==> config.mk <==
export PLATFORM = sky130hd
export DESIGN_NAME = seg7_display_drv
export DESIGN_NICKNAME = d
export VERILOG_FILES = /design/src/rtl/seg7_display_drv_pkg.sv /design/src/rtl/seg7_display_drv_hex_to_seg7.sv /design/src/rtl/seg7_display_drv.sv
export SDC_FILE = /design/constraint.sdc
export NUM_CORES = 1
export LEC_CHECK = 0
export BUFFER_PORTS_ARGS = -buffer_cell sky130_fd_sc_hd__clkbuf_2
export CELL_PAD_IN_SITES_DETAIL_PLACEMENT = 1
export CELL_PAD_IN_SITES_GLOBAL_PLACEMENT = 1
export CORE_MARGIN = 3
export CORE_UTILIZATION = 40
export CTS_CLUSTER_DIAMETER = 200
export DETAILED_ROUTE_END_ITERATION = 10
export PLACE_DENSITY_LB_ADDON = 0.1
export SETUP_SLACK_MARGIN = 0.02
export SLEW_MARGIN = 20
export SYNTH_ARGS = -nofsm -noshare
export SYNTH_HDL_FRONTEND = slang
export SYNTH_SLANG_ARGS = --single-unit
==> constraint.sdc <==
create_clock -name clk -period 2.91 [get_ports clk]
set_input_delay 0.582 -clock clk [delete_from_list [all_inputs] [get_ports clk]]
set_output_delay 0.582 -clock clk [all_outputs]
set_load 0.1 [all_outputs]
==> src/rtl/seg7_display_drv_pkg.sv <==
// Shared constants for the seg7_display_drv block.
// Contents:
//   NUM_DIGITS - number of multiplexed digits on the display
//   SEG_OFF    - segment pattern with every segment dark (active-low)
//   AN_OFF     - anode pattern with every digit dark (active-low)
//   SEG_LUT    - hex nibble to {g,f,e,d,c,b,a} pattern, active-low
package seg7_display_drv_pkg;

   localparam int unsigned NUM_DIGITS = 4;
   localparam logic [6:0]  SEG_OFF    = 7'h7F;
   localparam logic [3:0]  AN_OFF     = 4'hF;

   localparam logic [6:0] SEG_LUT [16] = '{
      7'h40, 7'h79, 7'h24, 7'h30,
      7'h19, 7'h12, 7'h02, 7'h78,
      7'h00, 7'h10, 7'h08, 7'h03,
      7'h46, 7'h21, 7'h06, 7'h0E
   };

endpackage

==> src/rtl/seg7_display_drv_hex_to_seg7.sv <==
// hex_to_seg7: combinational hex nibble to 7-segment decode.
// Ports:
//   i_nibble - 4-bit hex digit
//   o_seg    - {g,f,e,d,c,b,a}, active-low
module hex_to_seg7
   import seg7_display_drv_pkg::*;
(
   input  logic [3:0] i_nibble,
   output logic [6:0] o_seg
);

   always_comb begin
      o_seg = SEG_LUT[i_nibble];
   end

endmodule

==> src/rtl/seg7_display_drv.sv <==
// seg7_display_drv: latches a 16-bit word and scans it as four hex digits
// onto a common-anode, time-multiplexed 7-segment display.
// Ports:
//   clk   - system clock, rising edge
//   rst   - asynchronous active-high reset
//   value - word to display (two's complement accumulator)
//   load  - capture value into the display latch at this edge
//   blank - force all anodes off; scanning keeps running
//   an    - anode enables, active-low, an[0] = rightmost digit
//   seg   - segments {g,f,e,d,c,b,a}, active-low
//   dp    - decimal point, active-low, lit on digit 3 for negative values
// Parameters:
//   REFRESH_DIV - clk cycles each digit stays lit (>= 1)
//   CNT_W       - refresh counter width, 2**CNT_W >= REFRESH_DIV
// Build option:
//   LEADING_ZERO_BLANK_EN - when defined, leading zero digits 3..1 are dark
module seg7_display_drv
   import seg7_display_drv_pkg::*;
#(
   parameter int unsigned REFRESH_DIV = 100000,
   parameter int unsigned CNT_W       = 17
) (
   input  logic        clk,
   input  logic        rst,
   input  logic [15:0] value,
   input  logic        load,
   input  logic        blank,
   output logic [3:0]  an,
   output logic [6:0]  seg,
   output logic        dp
);

   localparam logic [CNT_W-1:0] CNT_MAX = CNT_W'(REFRESH_DIV - 1);

   logic [CNT_W-1:0] r_cnt;
   logic [1:0]       r_digit;
   logic [15:0]      r_latch;

   logic [3:0]       w_nibble;
   logic [6:0]       w_seg;
   logic [3:0]       w_an;
   logic             w_dp;
   logic             w_suppress;

   assign w_nibble = r_latch[{r_digit, 2'b00} +: 4];

   hex_to_seg7 u_hex_to_seg7 (
      .i_nibble (w_nibble),
      .o_seg    (w_seg)
   );

`ifdef LEADING_ZERO_BLANK_EN
   // Digit k is a leading zero when nibbles k..3 are all zero; digit 0 always shows.
   always_comb begin
      w_suppress = 1'b0;
      case (r_digit)
         2'd3:    w_suppress = (r_latch[15:12] == '0);
         2'd2:    w_suppress = (r_latch[15:8]  == '0);
         2'd1:    w_suppress = (r_latch[15:4]  == '0);
         default: w_suppress = 1'b0;
      endcase
   end
`else
   assign w_suppress = 1'b0;
`endif

   always_comb begin
      w_an = AN_OFF;
      if (!(blank || w_suppress)) begin
         w_an[r_digit] = 1'b0;
      end
   end

   assign w_dp = ~(r_latch[15] && (r_digit == 2'd3) && !blank && !w_suppress);

   always_ff @(posedge clk or posedge rst) begin
      if (rst) begin
         r_cnt   <= '0;
         r_digit <= '0;
         r_latch <= '0;
         an      <= AN_OFF;
         seg     <= SEG_OFF;
         dp      <= 1'b1;
      end else begin
         if (r_cnt == CNT_MAX) begin
            r_cnt   <= '0;
            r_digit <= r_digit + 2'd1;
         end else begin
            r_cnt   <= r_cnt + 1'b1;
         end
         if (load) begin
            r_latch <= value;
         end
         an  <= w_an;
         seg <= w_seg;
         dp  <= w_dp;
      end
   end

endmodule

==> results.md <==
* Setup TNS at 0 ns
* Crit path launch type: flop
* Antenna diode count at 0
* Nets@finish at 244
* Hold WC Path Type: in2async
* Inserted Clock Buffers at 5
* Largest net degree at the start of global routing at 33
* CTS tree: done
* Max Freq at 483 MHz
* Comb pwr share at 0.184
* Routability congestion estimate at 0.815
* Full die area at 6520 sq um
* # setup viols final at 0
* Resized Gates After CTS at 0
* CP required at 3.10 ns
* Initial Util at 0.424
* Static Leak at 0.00112 uW
* PnR Total Power at approximately 1400 uW
* Clock share of power at 0.318
* Routed len/inst at 15.2 um
* Post-synth top area share at 0.392
* Clock Latency Late Sink at 0.30 ns
* Antenna violations before repair at 0
* Storage element area at 1190 sq um
* Number of fill cells at between 500 and 600
* Final WS setup at 0.839 ns
* Crit Path Class: reg2reg
* Die Y-Extent at 80.7 um
* Syn nets at 210
* Syn Inst Count at approximately 180
* H-tree Lvls at 2
* Area of the multi-input gates at slightly below 1000 sq um
* Vias at 1437
* Clk sink count at between 40 and 50
* Final Routed Wirelength at around 4.3 mm
* FFs w/ async S/R, synth at 1.00
* Hold Fails Final Rpt at 0
* Status: complete, no violations
* GR Util All Layers at 0.156
* Synth Warn # at 0
* Total placed cells including tap cells at 276
* Row count at 26
* Most common cell after layout, fill and taps aside: dfrtp_1
* Seq cells post-synth at 47
* P_sw at 414 uW
* Clock Path Buffers at 2
* Final Max Tran Viols at 0
* EDFF count, synth at 0
* Postcts setup bufs at 0
* Mapped Area at 2230 sq um
* Place WS at 0.856 ns
* Ports at 32
* Area contributors post-synth: dfrtp_1 39%, dfstp_2 14%, mux2_2 9.1%, ha_1 6.2%, mux4_2 4.0%
* Mean number of vias per cell at approximately 5.1
* Min cycle time layout at 2.07 ns
* PD cells at 567 nW/um^2
* Worst-Margin Slew at 0.706 ns
* Commonest non-fill, non-tap cells in the layout: 35 x dfrtp_1, 31 x clkbuf_2, 18 x mux2_2
* Synth-to-Final Area Change at 14.1%
* Critical Path Fanout Max at 12
* DRT iter0 DRCs at 37
* # Max-Cap Violations at 0
* Most used DFF post-synth: dfrtp_1
* Register area share after synthesis at 0.533
* Critical Path End Type: flop
* Clk_skew at 0.0142 ns
* Finished Core Util at 0.484
* Final Cycle Share at 0.712
* DIE WIDTH at ~81 um
* DRT Pass-1 Iters at 3
* First-pass GRT wire length at 7.67 mm
* WP data arrival at between 2 and 2.5 ns
* Sw Ratio at 0.286
* Post-route antenna net violation count at 0
* Fin cells at 284
* Maximum vdd drop at 448 uV
* Clk slew on worst S/H paths at 0.09 ns
* RSZ-0062 raised after global routing: false
* Synth unique cells at 39
* Rel. slew slack at 0.526
* Grt ovf at 0
* Hpwl dp at roughly 3.4 mm
* Share of layout cells above drive strength 1 at 0.374
* Post-CTS Hold Buffers at 0
* Clk root buf: clkbuf_8
* Vias in the first global route at 1590
* Int Pwr at roughly 1000 uW
* Core box area at 5270 sq um
* Seq pwr share at 0.498
* Biggest area consumer among synthesized cells: dfrtp_1
* DRC at 0
* Mean post-synth cell area at 12.5 sq um
* IO Port Bufs at 31
## path summary, 6_finish.rpt
kind | from | to | slack [ns] | cells after the start
worst max-delay path | r_cnt[8] | r_cnt[1] | 0.84 | 3
worst min-delay path | rst | r_cnt[10] | 0.35 | 2
worst max register to register | r_cnt[8] | r_cnt[1] | 0.84 | 3
worst min register to register | r_latch[15] | dp | 0.49 | 1
max in group asynchronous | rst | r_latch[7] | 1.90 | 3
min in group clk | r_latch[15] | dp | 0.49 | 1
## per-stage QoR
stage / hold WS [ns] / area, sq um
5_1_grt: 0.400 / 2550
3_5_place_dp: 0.475 / 2440
6_report: 0.351 / 2550
3_3_place_gp: 0.458 / 2440
4_1_cts: 0.426 / 2550
2_1_floorplan: 0.411 / 2230
## area by class of cell
class | count | share of cell area
Clock buffer | 7 | 0.0299
Timing Repair Buffer | 32 | 0.0638
Multi-Input combinational cell | 118 | 0.380
Inverter | 9 | 0.0132
Tap cell | 70 | 0.0343
Clock inverter | 1 | 0.0118
Sequential cell | 47 | 0.467
## worst max-delay path, cell delays in order, from the launching register on
cell     delay (ns)
dfrtp_1        0.44
or4b_4         0.55
nor4_4         0.68
and2b_2        0.29
## cell usage after synthesis, types with 2 or more instances
cell,instances
dfstp_2,12
ha_1,11
mux4_2,4
a21oi_1,4
inv_1,9
xor2_1,3
buf_6,3
xnor2_1,10
nor3_1,2
nand3_1,7
or3_1,3
o21ai_0,4
dfrtp_1,35
nor2b_1,2
nor2_1,10
nand2b_1,5
mux2_2,18
nand2_1,11
nand4_1,4
o21a_1,3
## flip-flops by register name (all words and copies together) (netlist names)
| name | flops |
|---|---|
| r_latch | 16 |
| r_digit | 2 |
| seg | 7 |
| r_cnt | 17 |
| an | 4 |
| dp | 1 |
## layer usage
layer | vias to the layer above | track usage | share of wire
li1 | 683 | - | -
met4 | 0 | 0.0608 | 0.015
met2 | 29 | 0.260 | 0.51
met5 | - | 0 | 0
met3 | 7 | 0.0355 | 0.041
met1 | 718 | 0.197 | 0.43
## kinds of logic after synthesis
kind of cell | Yosys count | synth area share
buffers and inverters | 14 | 0.0336
multiplexers | 22 | 0.131
XOR/XNOR | 13 | 0.0510
adder cells (fa/ha/maj) | 11 | 0.0616
AO/OA/AOI/OAI | 18 | 0.0526
AND/OR/NAND/NOR | 54 | 0.137
flip-flops | 47 | 0.533
## power by group through the flow
| stage | registers [uW] | clock network, uW | logic, uW |
|---|---|---|---|
| 6_report | 720 | 460 | 267 |
| 5_1_grt | 726 | 511 | 287 |
| 4_1_cts | 721 | 478 | 270 |
| 3_5_place_dp | 734 | 0 | 269 |
| 3_3_place_gp | 729 | 0 | 263 |
| 2_1_floorplan | 857 | 0 | 95.5 |
Note: power is estimated with default switching activity, not from simulation.
